<file path="src/rtl/lamp_state_decoder_pkg.sv">
// Shared widths, FSM encoding and result payload for the lamp feedback decoder.
package lamp_state_decoder_pkg;

  localparam int unsigned N_LIGHTS = 15;
  localparam int unsigned CNT_W    = 4;
  localparam int unsigned BUS_W    = N_LIGHTS + 1;

  typedef enum logic [1:0] {
    ST_IDLE = 2'd0,
    ST_SCAN = 2'd1,
    ST_DONE = 2'd2
  } state_e;

  typedef struct packed {
    logic [CNT_W-1:0] active_lights;
    logic             thermo_ok;
  } result_t;

endpackage

</file>
<file path="src/rtl/lamp_bit_scanner.sv">
// Serial scanner: walks the captured lamp bits one per step, counting ones and
// flagging any one that follows a zero (a bubble) or a set top bit.
module lamp_bit_scanner
  import lamp_state_decoder_pkg::*;
(
  input  logic             clk,
  input  logic             rst_n,
  input  logic             load,
  input  logic             step,
  input  logic [BUS_W-1:0] lights_state,
  output logic             last_c,
  output logic [CNT_W-1:0] cnt_c,
  output logic             err_c
);

  logic [N_LIGHTS-1:0] shreg_q, shreg_d;
  logic [CNT_W-1:0]    idx_q, idx_d;
  logic [CNT_W-1:0]    cnt_q, cnt_d;
  logic                seen0_q, seen0_d;
  logic                err_q, err_d;
  logic                bit_c;

  // cnt_c/err_c are the totals including the bit under test this cycle
  always_comb begin
    bit_c  = shreg_q[idx_q];
    last_c = (idx_q == CNT_W'(N_LIGHTS - 1));
    cnt_c  = CNT_W'(cnt_q + CNT_W'(bit_c));
    err_c  = err_q | (bit_c & seen0_q);
  end

  always_comb begin
    shreg_d = shreg_q;
    idx_d   = idx_q;
    cnt_d   = cnt_q;
    seen0_d = seen0_q;
    err_d   = err_q;
    if (load) begin
      shreg_d = lights_state[N_LIGHTS-1:0];
      idx_d   = '0;
      cnt_d   = '0;
      seen0_d = 1'b0;
      err_d   = lights_state[N_LIGHTS];
    end else if (step) begin
      cnt_d   = cnt_c;
      err_d   = err_c;
      seen0_d = seen0_q | ~bit_c;
      idx_d   = CNT_W'(idx_q + CNT_W'(1));
    end
  end

  always_ff @(posedge clk or negedge rst_n) begin
    if (!rst_n) begin
      shreg_q <= '0;
      idx_q   <= '0;
      cnt_q   <= '0;
      seen0_q <= 1'b0;
      err_q   <= 1'b0;
    end else begin
      shreg_q <= shreg_d;
      idx_q   <= idx_d;
      cnt_q   <= cnt_d;
      seen0_q <= seen0_d;
      err_q   <= err_d;
    end
  end

endmodule

</file>
<file path="src/rtl/lamp_state_decoder.sv">
// Lamp thermometer decoder: start/done handshake around a serial bit scanner,
// with results held in output registers between decodes.
module lamp_state_decoder
  import lamp_state_decoder_pkg::*;
(
  input  logic             clk,
  input  logic             rst_n,
  input  logic             start,
  input  logic [BUS_W-1:0] lights_state,
  output logic             busy,
  output logic             done,
  output logic [CNT_W-1:0] active_lights,
  output logic             thermo_ok
);

  state_e           state_q, state_d;
  logic             busy_q, busy_d;
  logic             done_q, done_d;
  result_t          res_q, res_d;
  logic             load_c;
  logic             step_c;
  logic             last_c;
  logic [CNT_W-1:0] cnt_c;
  logic             err_c;

  lamp_bit_scanner u_scanner (
    .clk          (clk),
    .rst_n        (rst_n),
    .load         (load_c),
    .step         (step_c),
    .lights_state (lights_state),
    .last_c       (last_c),
    .cnt_c        (cnt_c),
    .err_c        (err_c)
  );

  // Results latch on the SCAN->DONE edge so they appear together with done
  always_comb begin
    state_d = state_q;
    done_d  = 1'b0;
    res_d   = res_q;
    load_c  = 1'b0;
    step_c  = 1'b0;
    case (state_q)
      ST_IDLE: begin
        if (start) begin
          load_c  = 1'b1;
          state_d = ST_SCAN;
        end
      end
      ST_SCAN: begin
        step_c = 1'b1;
        if (last_c) begin
          state_d             = ST_DONE;
          done_d              = 1'b1;
          res_d.active_lights = cnt_c;
          res_d.thermo_ok     = ~err_c;
        end
      end
      ST_DONE: begin
        if (start) begin
          load_c  = 1'b1;
          state_d = ST_SCAN;
        end else begin
          state_d = ST_IDLE;
        end
      end
      default: state_d = ST_IDLE;
    endcase
    busy_d = (state_d == ST_SCAN);
  end

  always_ff @(posedge clk or negedge rst_n) begin
    if (!rst_n) begin
      state_q <= ST_IDLE;
      busy_q  <= 1'b0;
      done_q  <= 1'b0;
      res_q   <= '0;
    end else begin
      state_q <= state_d;
      busy_q  <= busy_d;
      done_q  <= done_d;
      res_q   <= res_d;
    end
  end

  assign busy          = busy_q;
  assign done          = done_q;
  assign active_lights = res_q.active_lights;
  assign thermo_ok     = res_q.thermo_ok;

endmodule

</file>
<file path="config.mk">
export PLATFORM = sky130hd
export DESIGN_NAME = lamp_state_decoder
export DESIGN_NICKNAME = d
export VERILOG_FILES = /design/src/rtl/lamp_state_decoder_pkg.sv /design/src/rtl/lamp_bit_scanner.sv /design/src/rtl/lamp_state_decoder.sv
export SDC_FILE = /design/constraint.sdc
export NUM_CORES = 1
export LEC_CHECK = 0
export ABC_CLOCK_PERIOD_IN_PS = 3250
export CAP_MARGIN = 30
export CORE_MARGIN = 1
export CORE_UTILIZATION = 45
export CTS_CLUSTER_SIZE = 16
export DETAILED_ROUTE_END_ITERATION = 8
export GPL_TIMING_DRIVEN = 0
export PLACE_DENSITY = 0.78
export SLEW_MARGIN = 20
export SYNTH_ARGS = -nofsm -noshare
export SYNTH_HDL_FRONTEND = slang
export SYNTH_SLANG_ARGS = --single-unit
</file>
<file path="constraint.sdc">
create_clock -name clk -period 3.25 [get_ports clk]
set_clock_uncertainty 0.2 [all_clocks]
set_input_delay 0.8125 -clock clk [delete_from_list [all_inputs] [get_ports clk]]
set_output_delay 0.8125 -clock clk [all_outputs]
set_load 0.05 [all_outputs]
</file>
==> results of run 1 <==
==> flip-flops by register name, indices dropped and copies added (netlist names) <==
signal             cells
busy                   1
done                   1
u_scanner.err_q        1
state_q                2
u_scanner.shreg_q     15
u_scanner.idx_q        4
u_scanner.cnt_q        4
active_lights          4
u_scanner.seen0_q      1
thermo_ok              1
==> metal layers <==
metal	global-route usage (%)	up-vias	routed length (µm)
met4	10.96	0	46
met1	22.30	486	1244
met2	30.32	19	1306
met3	5.195	4	86
li1	-	480	-
met5	0	-	0
==> worst min path at each step <==
stage | from | end | slack (ps)
CTS | u_scanner.seen0_q | thermo_ok | 280
finish | u_scanner.seen0_q | thermo_ok | 290
detailed placement | u_scanner.seen0_q | thermo_ok | 270
global placement | u_scanner.seen0_q | thermo_ok | 260
floorplan | u_scanner.seen0_q | thermo_ok | 250
global route | u_scanner.seen0_q | thermo_ok | 320
==> layout make-up <==
type	instances	area (µm²)	area share, %
sequential	34	850.8	45.79
inverter	3	11.26	0.6061
clock buffer	7	45.04	2.424
tap	44	55.05	2.963
multi-input combinational	74	614.3	33.06
timing repair buffer	25	245.2	13.20
buffer	7	36.28	1.953
==> power by group through the flow <==
stage	logic [mW]	clock network, mW	registers (mW)
after CTS	0.848	0.214	0.710
final	0.839	0.206	0.710
after detailed placement	0.844	0	0.717
after floorplan	0.532	0	0.798
after global routing	0.924	0.233	0.733
after global placement	0.809	0	0.703
==> layout by cell type, fill, tap and decap left out, drive strengths merged <==
cell type / count
inv: 3
clkdlybuf4s50: 24
and2: 1
nand2: 5
clkbuf: 11
nand2b: 1
a21o: 2
ha: 4
mux2i: 4
a22o: 3
mux4: 2
o21a: 1
nand4: 1
nor2b: 2
a31oi: 2
nand3b: 1
a31o: 1
a2bb2oi: 1
buf: 4
a21oi: 2
o211ai: 1
o21ai: 6
o22ai: 1
nor2: 9
xnor2: 1
o31ai: 1
dfrtp: 34
nand3: 2
xor2: 3
mux2: 17
==> cells in the mapped netlist (2+ instances only) <==
library cell and number:
nand2_1 5, nor2b_1 2, inv_1 3, ha_1 4, mux2i_1 4, xor2_1 3
o21ai_0 6, mux4_2 2, a31oi_1 2, clkbuf_1 4, buf_2 2, a21oi_1 2
mux2_2 17, a22o_1 2, nor2_1 8, nand3_1 2, a21o_1 2, dfrtp_1 34
==> metrics by stage <==
step	setup slack [ps]	cells	utilization (%)
after floorplan	818.5	118	-
final	659.0	194	59.40
after global placement	476.2	187	58.12
after detailed placement	398.0	187	57.96
after global routing	578.8	194	59.40
after CTS	644.7	194	59.40
==> worst max-delay path, stage by stage (launching register included) <==
cell and delay [ps]:
dfrtp_1 380, buf_2 220, mux4_2 510, a2bb2oi_1 150, a22o_4 250, ha_1 210, ha_1 300, mux2_2 270
==> logic make-up (layout without fill, tap and decap cells) <==
family	count (synthesis)	after routing
DFF	34	34
muxes	23	23
and+or+nand+nor	22	22
AOI/OAI and AO/OA	21	21
buffers and inverters	10	42
adders and majority gates	4	4
xor gates and xnor gates	4	4
==> metrics, run 1 <==
outcome=completed; simple-gate share of the synthesized area=6.865%; largest driver fanout on the critical path=8; post-detailed-route via-to-cell ratio=5.098; fin area=1858 µm²; Distinct cells, synth=32; largest net degree at the start of global routing=35; Final Cycle Share=79.72%; Post-CTS Hold Buffers=0; leakage dissipation=0.7996 nW; Synth area leaders=dfrtp_1, mux2_2, ha_1; Hold WS=289.2 ps; Max Slew Vio Count=0; Ports=26; Worst Setup SP=u_scanner.idx_q[1]; Clock Pin Slew Worst Setup and Hold Paths=100 ps; post-synthesis compound-gate area fraction=9.843%; post-synthesis mux area share=18.28%; Power Total=1.755 mW; DP HPWL=1.898 mm; drt first-iter violations=9; port bufs=25; post-synthesis adder-cell area fraction=3.309%; setup slack, reg-to-reg=660 ps; clock network power share=11.7%; # clock sinks=34; Initial Util=48.36%; Top FF cell, synth=dfrtp_1; worst endpoint data arrival time=2600 ps; DIE HEIGHT=59.98 µm; Setup Fix Bufs, Post-CTS=0; Final nets=173; cell count after synthesis=118; Vias=989; Max VDD drop=0.3728 mV; all-layer global routing usage=18.75%; Die Wd=59.98 µm; gpl congestion=0.7660; Peak Freq=0.3859 GHz; Switch Pwr=653.7 µW; sequential power share=40.5%; Startpoint Class=flop; ys async rst share=100.0%; htree depth=2; DRC viols=0; average size of a mapped cell=12.82 µm²; RSZ-0062 raised after global routing=no; Post-Route WL=2.684 mm; largest family of logic cells by synthesized area=multiplexers; number of enable flip-flop cells after synthesis=0; area delta synth->final=22.83%; switch share=37.24%; DR pass1 iterations=4; initial antenna violation count=0; Tmin final=2591 ps; Synth top area share=56.24%; CTS tree=yes; Seq/Total Area, Yosys=56.24%; Core Area=3128 µm²; pin slew with the least headroom to its limit=744.0 ps; routed len/inst=13.84 µm; # resized after CTS=0; worst setup path class=reg -> reg; Synth Net Count=141; Fillers=283; CTS root buf=clkbuf_4; Worst Setup EP=active_lights[1]; Power Density=944.6 nW/µm²; row cnt=20; worst skew pair latency=320 ps; reg-to-reg endpoint=active_lights[1]; Slew headroom=50.40%; final setup vio count=0; min-delay worst type=reg -> reg; Antenna Nets Post-Route=0; first-pass GRT wire length=4.678 mm; crit end category=flop; max cap viols=0; Fin. Hold Viols=0; Pint=1.101 mW; FF-to-FF Start=u_scanner.idx_q[1]; Post-Synth XOR/XNOR Area=2.316%; Yosys warning count=0; Synth Register Bits=34; CTS max path bufs=2; WHS Path Cells=1; setup TNS=0 ps; Critical Path RT=3260 ps; number of global-route vias before repair=1,020; Die ar.=3598 µm²; n_diodes=0; share of cells above drive strength 1=20.00%; Synth area leader=dfrtp_1; DP Area=1813 µm²; Overflow after GRT=0; CTS Buf Count=5; Logic pwr share=47.8%; mapped cell area=1513 µm²; cell depth of the worst flop-to-flop path=7
Power figures use the tool's default switching activity.
==> run 2: changes to the inputs <==
- ABC_CLOCK_PERIOD_IN_PS: 3250 -> 2400
- clock period: 3.25 -> 2.4 ns (I/O delays scaled with it)
==> metrics, run 2 (synthesis results as in run 1) <==
Switch Pwr=980.8 µW; final setup vio count=0; row cnt=20; multi-input gate area in the final layout=649.4 µm²; area delta synth->final=31.84%; Final Cycle Share=99.20%; leading cell type in the layout, fill and taps excluded=dfrtp_1; DRC viols=0; min-delay worst type=in -> async; fin util=63.76%; share of cells above drive strength 1=27.50%; CTS Buf Count=5; CTS tree=yes; # clock sinks=34; Max VDD drop=0.5929 mV; CTS max path bufs=2; Die ar.=3598 µm²; DIE HEIGHT=59.98 µm; worst setup path class=reg -> reg; worst endpoint data arrival time=2400 ps; Post-Route WL=2.996 mm; DP HPWL=1.959 mm; max reg flops=15; gpl congestion=0.7962; all-layer global routing usage=19.52%; Power Total=2.698 mW; post-detailed-route via-to-cell ratio=5.147; htree depth=2; pin slew with the least headroom to its limit=727.9 ps; routed len/inst=14.69 µm; max cap viols=0; Logic pwr share=52.2%; DP Area=1831 µm²; Tmin final=2381 ps; Critical Path RT=2420 ps; Clock Pin Slew Worst Setup and Hold Paths=100 ps; outcome=completed; clock network power share=12.1%; switch share=36.35%; port bufs=25; drt first-iter violations=28; DR pass1 iterations=4; Fin. Hold Viols=0; Max Slew Vio Count=0; register area=850.8 µm²; Final nets=182; Slew headroom=51.47%; Ports=26; fin area=1994 µm²; Vias=1,050; first-pass GRT wire length=4.857 mm; crit end category=flop; leakage dissipation=0.8614 nW; CTS root buf=clkbuf_4; Die Wd=59.98 µm; n_diodes=0; number of global-route vias before repair=1,069; worst skew pair latency=340 ps; Overflow after GRT=0; largest register by flop count=u_scanner.shreg_q; Startpoint Class=flop; initial antenna violation count=0; Initial Util=48.36%; most frequent cells in the layout=dfrtp_1, clkdlybuf4s50_1, mux2_2; Core Area=3128 µm²; sequential power share=35.7%; largest net degree at the start of global routing=35; Power Density=1353 nW/µm²; largest driver fanout on the critical path=3; Post-CTS Hold Buffers=0; Fillers=239; Peak Freq=0.4200 GHz; Antenna Nets Post-Route=0; Pint=1.718 mW
==> run 2: power groups by stage <==
stage | logic (mW) | registers (mW) | clock network, mW
final | 1.41 | 0.965 | 0.326
after global routing | 1.51 | 1.00 | 0.373
after CTS | 1.27 | 0.963 | 0.340
after detailed placement | 1.18 | 0.972 | 0
after global placement | 1.13 | 0.956 | 0
after floorplan | 0.749 | 1.09 | 0
==> run 2: cell type report <==
class                           instances  area share, %
Tap cell                               44          2.760
Clock buffer                            7          2.760
Buffer                                  7          2.133
Timing Repair Buffer                   34          16.31
Sequential cell                        34          42.66
Clock inverter                          1         0.2509
Inverter                                3         0.5646
Multi-Input combinational cell         74          32.56
==> run 2: metrics by stage <==
stage                     setup WS, ps  cells  hold slack [ps]  TNS [ps]
after global routing            -13.94    204            141.9    -13.94
after CTS                        8.628    198            120.0         0
final                            19.22    204            106.9         0
after global placement          -189.4    187            267.8     -5673
after floorplan                  40.27    118            104.4         0
after detailed placement        -252.9    187            285.4     -3437
==> run 2: layer usage <==
layer	routed length (µm)	vias to the layer above	global-route usage, %
met1	1323	523	24.39
met4	66	0	9.967
met3	116	5	6.494
met2	1490	22	30.16
li1	-	500	-
met5	0	-	0
==> run 2: final timing paths <==
path / from / cells past startpoint / end / slack, ps
max reg2reg: u_scanner.idx_q[0] / 7 / active_lights[1] / 20
min in group clk: u_scanner.seen0_q / 1 / thermo_ok / 310
max in group asynchronous: rst_n / 1 / u_scanner.cnt_q[1] / 1410
min: rst_n / 1 / u_scanner.shreg_q[1] / 110
min reg2reg: u_scanner.seen0_q / 1 / thermo_ok / 310
max: u_scanner.idx_q[0] / 7 / active_lights[1] / 20
==> run 2: worst max-delay path: stages, from the launching register on <==
cell	delay [ps]
dfrtp_1	380
buf_6	120
mux4_2	490
o21a_1	190
a22o_4	260
ha_4	170
ha_4	210
mux2_4	250
==> run 2: what timing repair did <==
| item | CTS | global route |
|---|---|---|
| resized for setup | 2 | 2 |
| buffers inserted | 3 | 6 |
| pin swaps | 1 | 1 |
| endpoints found under the setup margin | 4 | 4 |
